### config.mk
export PLATFORM = sky130hd
export DESIGN_NAME = risc_core_hs
export DESIGN_NICKNAME = d
export VERILOG_FILES = /design/src/rtl/risc_pkg.sv /design/src/rtl/risc_alu_p.sv /design/src/rtl/risc_core_hs.sv
export SDC_FILE = /design/constraint.sdc
export NUM_CORES = 1
export LEC_CHECK = 0
export CORE_UTILIZATION = 30
export CTS_CLUSTER_DIAMETER = 30
export DETAILED_ROUTE_END_ITERATION = 6
export HOLD_SLACK_MARGIN = 0.03
export SYNTH_ARGS = -nofsm -noshare
export SYNTH_HDL_FRONTEND = slang
export SYNTH_HIERARCHICAL = 1
export SYNTH_SLANG_ARGS = --single-unit
export TNS_END_PERCENT = 30
### constraint.sdc
create_clock -name clk -period 4.8 [get_ports clk]
set_input_delay 0.48 -clock clk [delete_from_list [all_inputs] [get_ports clk]]
set_output_delay 0.48 -clock clk [all_outputs]
set_load 0.05 [all_outputs]
### src/rtl/risc_pkg.sv
// Shared definitions for the handshake accumulator core: opcodes, FSM states
// and instruction-field helpers usable at any data/address width.
package risc_pkg;

  localparam logic [2:0] OP_HLT = 3'd0;
  localparam logic [2:0] OP_SKZ = 3'd1;
  localparam logic [2:0] OP_ADD = 3'd2;
  localparam logic [2:0] OP_AND = 3'd3;
  localparam logic [2:0] OP_XOR = 3'd4;
  localparam logic [2:0] OP_LDA = 3'd5;
  localparam logic [2:0] OP_STO = 3'd6;
  localparam logic [2:0] OP_JMP = 3'd7;

  typedef enum logic [2:0] {
    ST_FETCH,
    ST_DECODE,
    ST_EXEC_RD,
    ST_EXEC_WR,
    ST_PAUSE,
    ST_HALTED
  } state_e;

  // Widest instruction word the helpers accept; callers zero-extend into it.
  localparam int IR_MAX = 64;

  function automatic logic [2:0] opcode_of(input logic [IR_MAX-1:0] ir,
                                           input int dwidth);
    return 3'(ir >> (dwidth - 3));
  endfunction

  function automatic logic [IR_MAX-1:0] operand_of(input logic [IR_MAX-1:0] ir,
                                                   input int awidth);
    return ir & ((IR_MAX'(1) << awidth) - IR_MAX'(1));
  endfunction

endpackage

### src/rtl/risc_alu_p.sv
// Accumulator ALU: combines the accumulator with a memory operand according
// to the opcode; opcodes without a data result pass the accumulator through.
module risc_alu_p
  import risc_pkg::*;
#(
  parameter int DWIDTH = 8
) (
  input  logic [DWIDTH-1:0] acc_i,
  input  logic [DWIDTH-1:0] rdata_i,
  input  logic [2:0]        opcode_i,
  output logic [DWIDTH-1:0] result_o
);

  always_comb begin
    // NOTE: default assigned first so every path drives result_o and no latch is inferred.
    result_o = acc_i;
    case (opcode_i)
      OP_ADD:  result_o = acc_i + rdata_i;
      OP_AND:  result_o = acc_i & rdata_i;
      OP_XOR:  result_o = acc_i ^ rdata_i;
      OP_LDA:  result_o = rdata_i;
      default: result_o = acc_i;
    endcase
  end

endmodule

### src/rtl/risc_core_hs.sv
// Parametrised accumulator CPU with a req/ack memory bus; stalls on any memory
// latency, supports single-step pause and resume from halt.
module risc_core_hs
  import risc_pkg::*;
#(
  parameter int                AWIDTH   = 5,
  parameter int                DWIDTH   = 8,
  parameter logic [AWIDTH-1:0] RESET_PC = '0
) (
  input  logic              clk,
  input  logic              rst,
  output logic              mem_req,
  output logic              mem_we,
  output logic [AWIDTH-1:0] mem_addr,
  output logic [DWIDTH-1:0] mem_wdata,
  input  logic [DWIDTH-1:0] mem_rdata,
  input  logic              mem_ack,
  input  logic              step_mode,
  input  logic              go,
  output logic              halt,
  output logic              retire,
  output logic [AWIDTH-1:0] pc,
  output logic [DWIDTH-1:0] acc
);

  if (DWIDTH < AWIDTH + 3 || DWIDTH > IR_MAX) begin : g_width_check
    $error("risc_core_hs: DWIDTH must be at least AWIDTH+3 and at most IR_MAX");
  end

  state_e            state_q, state_d;
  logic [AWIDTH-1:0] pc_q, pc_d;
  logic [DWIDTH-1:0] acc_q, acc_d;
  logic [DWIDTH-1:0] ir_q, ir_d;
  logic              req_q, req_d;
  logic              retire_d;

  logic [2:0]        opcode;
  logic [AWIDTH-1:0] op_addr;
  logic [DWIDTH-1:0] alu_result;
  logic              xfer;
  state_e            end_state;

  assign opcode    = opcode_of(IR_MAX'(ir_q), DWIDTH);
  assign op_addr   = AWIDTH'(operand_of(IR_MAX'(ir_q), AWIDTH));
  // An ack only counts while our own request is up.
  assign xfer      = req_q & mem_ack;
  assign end_state = step_mode ? ST_PAUSE : ST_FETCH;

  risc_alu_p #(.DWIDTH(DWIDTH)) u_alu (
    .acc_i   (acc_q),
    .rdata_i (mem_rdata),
    .opcode_i(opcode),
    .result_o(alu_result)
  );

  always_comb begin
    state_d  = state_q;
    pc_d     = pc_q;
    acc_d    = acc_q;
    ir_d     = ir_q;
    retire_d = 1'b0;

    case (state_q)
      ST_FETCH: begin
        if (xfer) begin
          ir_d    = mem_rdata;
          pc_d    = pc_q + 1'b1;
          state_d = ST_DECODE;
        end
      end
      ST_DECODE: begin
        case (opcode)
          OP_HLT: begin
            retire_d = 1'b1;
            state_d  = ST_HALTED;
          end
          OP_SKZ: begin
            if (acc_q == '0) pc_d = pc_q + 1'b1;
            retire_d = 1'b1;
            state_d  = end_state;
          end
          OP_JMP: begin
            pc_d     = op_addr;
            retire_d = 1'b1;
            state_d  = end_state;
          end
          OP_STO:  state_d = ST_EXEC_WR;
          default: state_d = ST_EXEC_RD;
        endcase
      end
      ST_EXEC_RD: begin
        if (xfer) begin
          acc_d    = alu_result;
          retire_d = 1'b1;
          state_d  = end_state;
        end
      end
      ST_EXEC_WR: begin
        if (xfer) begin
          retire_d = 1'b1;
          state_d  = end_state;
        end
      end
      ST_PAUSE, ST_HALTED: begin
        if (go) state_d = ST_FETCH;
      end
      default: state_d = ST_FETCH;
    endcase

    // Request is registered from the next state so it rises with bus-state entry
    // and is low for the first FETCH cycle after reset.
    req_d = (state_d == ST_FETCH) || (state_d == ST_EXEC_RD) || (state_d == ST_EXEC_WR);
  end

  always_ff @(posedge clk) begin
    // NOTE: state registers use non-blocking assignments so all update together at the edge.
    if (rst) begin
      state_q <= ST_FETCH;
      pc_q    <= RESET_PC;
      acc_q   <= '0;
      ir_q    <= '0;
      req_q   <= 1'b0;
    end else begin
      state_q <= state_d;
      pc_q    <= pc_d;
      acc_q   <= acc_d;
      ir_q    <= ir_d;
      req_q   <= req_d;
    end
  end

  assign mem_req   = req_q;
  assign mem_we    = (state_q == ST_EXEC_WR);
  assign mem_addr  = (state_q == ST_FETCH) ? pc_q : op_addr;
  assign mem_wdata = acc_q;
  assign halt      = (state_q == ST_HALTED);
  assign retire    = retire_d;
  assign pc        = pc_q;
  assign acc       = acc_q;

endmodule

==> metrics.txt, run 1 <==
multiplexer area fraction after synthesis=11.04%; Hold Fails Final Rpt=0; DIE AREA=7175 µm²; Post-Synth XOR/XNOR Area=2.134%; Final ANT Viol Nets=0; top cell type's share of synthesized area=24.39%; Compound-Gate Fraction of Synth Area=a little under a quarter; # rows=29; final instance area=2516 µm²; Filler cells=a little under 700; Mapped Cells=268; placed inst area=2467 µm²; Vias=~2000; status=finished clean; Port Buffers=42; total global routing overflow=0; Post-synth EDFFs=0; TritonCTS clock tree=yes; # diodes=0; setup bufs post-CTS=0; setup tns final=0 ns; Initial DRT Pass Iterations=6; post-synth cell types=50; sequential share of the synthesized area=24.39%; Avg WL per Cell=~14 µm; mapped cell area=2052 µm²; number of CTS-inserted buffers=3; Max Clk Rate=285.1 MHz; global-route wire length before repair=~8.5 mm; RSZ-0062 raised after global routing=false; Power Density=approximately 240 nW/µm²; largest family of logic cells by synthesized area=simple AND/OR/NAND/NOR gates; Via density=5.381; Final Net Count=318; clk slew on worst S/H paths=~0.1 ns; Post-DP HPWL=3.727 mm; largest fanout on the critical path=26; CTS Hold Bufs=0; Worst-Margin Slew=1.019 ns; share of layout cells above drive strength 1=8.191%; Async SR Flop Fraction=0%; dominant synthesized flop cell=dfxtp_1; core box area=6459 µm²; Final GP Congestion=0.8525; Post-Synth Adder-Cell Area=under 10%; endpoints failing setup=0; Synthesis Warnings=6; Design Power=0.6018 mW; Synth Register Bits=25; Remaining DRCs=0; clock tree buffer depth=2; reg2reg setup slack=roughly 2.1 ns; VDD IR max=0.0001136 V; Gates resized, CTS repair=0; max-slew violations=0; H-tree depth=1; largest net degree at the start of global routing=37; clock tree sinks=25; Worst Setup Path Type=reg2out; Clock Skews=~0.0076 ns; GRT Total Usage=14.44%; Post-Syn Nets=292; Ports=43; vias in the first global route=1765; Static Leak=0.8517 nW; fin crit share=73.08%; Setup crit start kind=register; Initial Util=between 30% and 40%; area grow syn2layout=22.62%; simple-gate area share of the yosys netlist=25.18%; DIE WIDTH=84.71 µm; commonest non-fill, non-tap cell in the layout=clkdlybuf4s50_1; post-synth top area cell=dfxtp_1; Root Buffer=clkbuf_8; worst skew pair latency=0.28 ns; Critical Path AT=slightly above 3 ns; Relative slew margins=31.95%; Synth area leaders=dfxtp_1 24%, mux2i_1 8.3%, nand2_1 6.6%; critical path endpoint category=primary output; most frequent cells in the layout=42 x clkdlybuf4s50_1, 36 x nand2_1, 27 x nor2_1; Die Height=84.71 µm; minimum clock period=3.508 ns; Iter 0 DRT Violations=roughly 140; Worst Hold Class=reg2reg; Max-cap violations=0; mean area per synthesized cell=7.657 µm²; initial antenna violation count=0; total wire length=5.233 mm; Req. time, crit path=4.32 ns
==> worst paths after layout <==
| kind | startpoint | endpoint | depth (start not counted) |
|---|---|---|---|
| setup / recovery | ir_q[5] | retire | 4 |
| hold / removal | ir_q[0] | ir_q[0] | 2 |
| hold reg to reg | ir_q[0] | ir_q[0] | 2 |
| setup reg to reg | state_q[2] | pc[2] | 4 |
==> critical path, stage by stage, from the launching register on <==
cell and delay, ns:
dfxtp_1 1.01, nand4bb_1 0.37, or2_2 0.44, o21ai_0 0.11, clkdlybuf4s50_1 0.83
==> kinds of logic (layout without fill, tap and decap cells) <==
| family | count (synthesis) | after routing |
|---|---|---|
| fa+ha+maj | 11 | 11 |
| flops | 25 | 25 |
| mux | 22 | 22 |
| buf+inv | 26 | 51 |
| xor+xnor | 5 | 5 |
| simple gates | 104 | 104 |
| compound gates | 75 | 75 |
==> layer usage <==
metal / track usage [%] / up-vias / wire length, µm
met5: 0 / - / 0
met4: 2.311 / 0 / 7
met3: 2.852 / 2 / 230
met2: 22.99 / 53 / 2319
met1: 20.53 / 917 / 2676
li1: - / 1019 / -
==> through the flow <==
step | setup WS, ns | std cells | util, % | hold WS [ns]
final | 1.292 | 370 | 38.96 | 0.4881
after global routing | 1.104 | 370 | 38.96 | 0.5233
after CTS | 1.299 | 370 | 38.96 | 0.4861
after detailed placement | 1.609 | 366 | 38.20 | 0.4709
after global placement | 1.697 | 366 | 38.20 | 0.4703
after floorplan | 2.392 | 268 | - | 0.4467
==> cell usage after synthesis, drive strengths merged (3+ instances only) <==
| cell type | number |
|---|---|
| clkbuf | 10 |
| nand3 | 4 |
| o211ai | 3 |
| mux2i | 17 |
| nor2b | 6 |
| o21bai | 3 |
| buf | 13 |
| or4 | 3 |
| or2 | 3 |
| o21ai | 20 |
| nand2b | 3 |
| and2 | 4 |
| a21oi | 25 |
| xor2 | 3 |
| nand2 | 36 |
| nor3 | 4 |
| a211oi | 7 |
| nor2 | 27 |
| dfxtp | 25 |
| inv | 3 |
| mux2 | 5 |
| o22ai | 3 |
| ha | 10 |
| nor4 | 6 |
==> flip-flops by register name (all words and copies together), names as in the netlist <==
name	cells
acc	8
ir_q	8
pc	5
state_q	3
mem_req	1
==> final cells by class <==
| cell class | count | area, µm² | share of cell area [%] |
|---|---|---|---|
| Clock buffer | 3 | 41.29 | 1.641 |
| Clock inverter | 1 | 7.507 | 0.2984 |
| Tap cell | 77 | 96.34 | 3.829 |
| Inverter | 3 | 11.26 | 0.4475 |
| Multi-Input combinational cell | 217 | 1424 | 56.59 |
| Sequential cell | 25 | 500.5 | 19.89 |
| Timing Repair Buffer | 44 | 435.4 | 17.30 |
==> where the power goes <==
part	total [mW]	switching [mW]	internal [mW]
Combinational	0.214	0.126	0.0879
Clock	0.134	0.0752	0.0590
Sequential	0.254	0.0313	0.223
Total	0.602	0.232	0.370
Power figures use the tool's default switching activity.
==> run 2, diff against run 1 <==
Clock period 4.8 ns to 3.7 ns, I/O delays scaled along.
==> run 2 against run 1 <==
  * Global-route usage up 1.2 points
  * Sequential power rose by 24%
  * Largest power group unchanged
  * Sequential share of layout area is 0.27 points lower
  * Setup slack worse by 0.48 ns
  * Via count is 1.3% higher
  * Combinational power grew 41%
  * First-iteration DRC count fell by 29%
  * Largest cell class unchanged
  * Highest routed layer unchanged
  * Clock-buffer cell count unchanged
  * Final cell count increased by 1.4%
==> metrics.txt, run 2 (synthesis results as in run 1) <==
setup tns final=0 ns (unchanged); Req. time, crit path=3.33 ns (-0.99 ns); largest fanout on the critical path=26 (unchanged); Worst Hold Class=reg2reg; minimum clock period=approximately 2.9 ns; critical path endpoint category=primary output; Max-cap violations=0 (unchanged); # rows=29 (unchanged); fin crit share=a little under 80%; Hold Fails Final Rpt=0 (unchanged); Final ANT Viol Nets=0 (unchanged); status=finished clean; Remaining DRCs=0 (unchanged); Ports=43 (unchanged); most frequent cells in the layout=42 x clkdlybuf4s50_1, 36 x nand2_1, 27 x nor2_1; Initial DRT Pass Iterations=6 (unchanged); Filler cells=685 (-1.2%); dpl ws=1.119 ns (-0.4902 ns); max-slew violations=0 (unchanged); clk slew on worst S/H paths=0.10 ns (about the same); DIE AREA=7175 µm² (unchanged); commonest non-fill, non-tap cell in the layout=clkdlybuf4s50_1; global-route wire length before repair=9.108 mm (+6.9%); endpoints failing setup=0 (unchanged); number of CTS-inserted buffers=3 (unchanged); Port Buffers=42 (unchanged); Layout Utilization=39.50% (+0.54 points); VDD IR max=0.0001100 V (-3.2%); CTS Hold Bufs=0 (unchanged); Setup crit start kind=register; area grow syn2layout=24.33%; clock tree sinks=25 (unchanged); vias in the first global route=1838 (+4.1%); setup ws final=0.8159 ns (-0.4761 ns); H-tree depth=1 (unchanged); Initial Util=31.77% (unchanged); Power Density=311.2 nW/µm² (+30%); initial antenna violation count=0 (unchanged); setup bufs post-CTS=0 (unchanged); clock tree buffer depth=2 (unchanged); Final GP Congestion=0.8796 (+3.2%); worst-case reg-to-reg path depth=9 (+5); GRT Total Usage=15.65% (+1.2 points); RSZ-0062 raised after global routing=false; Critical Path AT=2.51 ns (-0.52 ns); Max Clk Rate=346.7 MHz; Avg WL per Cell=14.38 µm (+1.6%); total wire length=5.391 mm (+3.0%); Final Net Count=323 (+1.6%); Vias=2016 (+1.3%); Worst Setup Path Type=reg2out; Static Leak=0.8806 nW (+3.4%); Post-DP HPWL=3.738 mm (+0.30%); Layout Cells excl Fill=375 (+1.4%); DIE WIDTH=84.71 µm (unchanged); largest net degree at the start of global routing=38 (+2.7%); share of layout cells above drive strength 1=9.732% (+1.5 points); TritonCTS clock tree=yes; dpl cells=371 (+1.4%); Gates resized, CTS repair=0 (unchanged); Die Height=84.71 µm (unchanged); Via density=5.376 (about the same); Root Buffer=clkbuf_8; Relative slew margins=62.19% (+30 points); Hold Path Cell Cnt=2 (unchanged); total global routing overflow=0 (unchanged); worst skew pair latency=0.28 ns (about the same); core box area=6459 µm² (unchanged); Iter 0 DRT Violations=98 (-29%); Clock Skews=0.005448 ns (-0.002130 ns); # diodes=0 (unchanged); Worst-Margin Slew=0.5625 ns (-0.4569 ns)
==> run 2: worst paths after layout <==
check | start | endpoint | slack, ns
setup / recovery | ir_q[5] | retire | 0.82
hold / removal | ir_q[2] | ir_q[2] | 0.48
setup reg to reg | acc[0] | acc[6] | 1.55
hold reg to reg | ir_q[2] | ir_q[2] | 0.48
==> run 2: power breakdown <==
group          switching, mW  total (mW)  internal [mW]  leakage (nW)
clock network          0.100       0.176         0.0759        0.0255
logic                  0.179       0.302          0.123         0.652
registers             0.0271       0.316          0.289         0.203
==> run 2: critical path: stages, from the launching register on <==
cell             delay (ns)
dfxtp_1                0.32
buf_4                  0.29
nand4bb_1              0.29
or2_2                  0.42
o21ai_0                0.09
clkdlybuf4s50_1        0.82
==> run 2: final cells by class <==
| class | instances | area (µm²) | share of cell area (%) |
|---|---|---|---|
| multi-input combinational | 217 | 1424 | 55.81 |
| sequential | 25 | 500.5 | 19.62 |
| timing repair buffer | 49 | 473.0 | 18.54 |
| tap | 77 | 96.34 | 3.776 |
| clock buffer | 3 | 41.29 | 1.618 |
| inverter | 3 | 11.26 | 0.4414 |
| clock inverter | 1 | 5.005 | 0.1962 |
==> run 2: stage by stage <==
stage / hold WS (ns) / cell area (µm²) / total power, mW
finish: 0.4819 / 2551 / 0.7939
global route: 0.5114 / 2551 / 0.8442
CTS: 0.4861 / 2551 / 0.8042
detailed placement: 0.4713 / 2505 / 0.6234
global placement: 0.4695 / 2505 / 0.6212
floorplan: 0.4467 / 2052 / 0.5301
==> run 2: layer usage <==
metal / GRT usage [%] / routed length (µm)
met1: 21.25 / 2714
met2: 25.42 / 2401
met3: 2.950 / 216
met4: 4.160 / 59
met5: 0 / 0
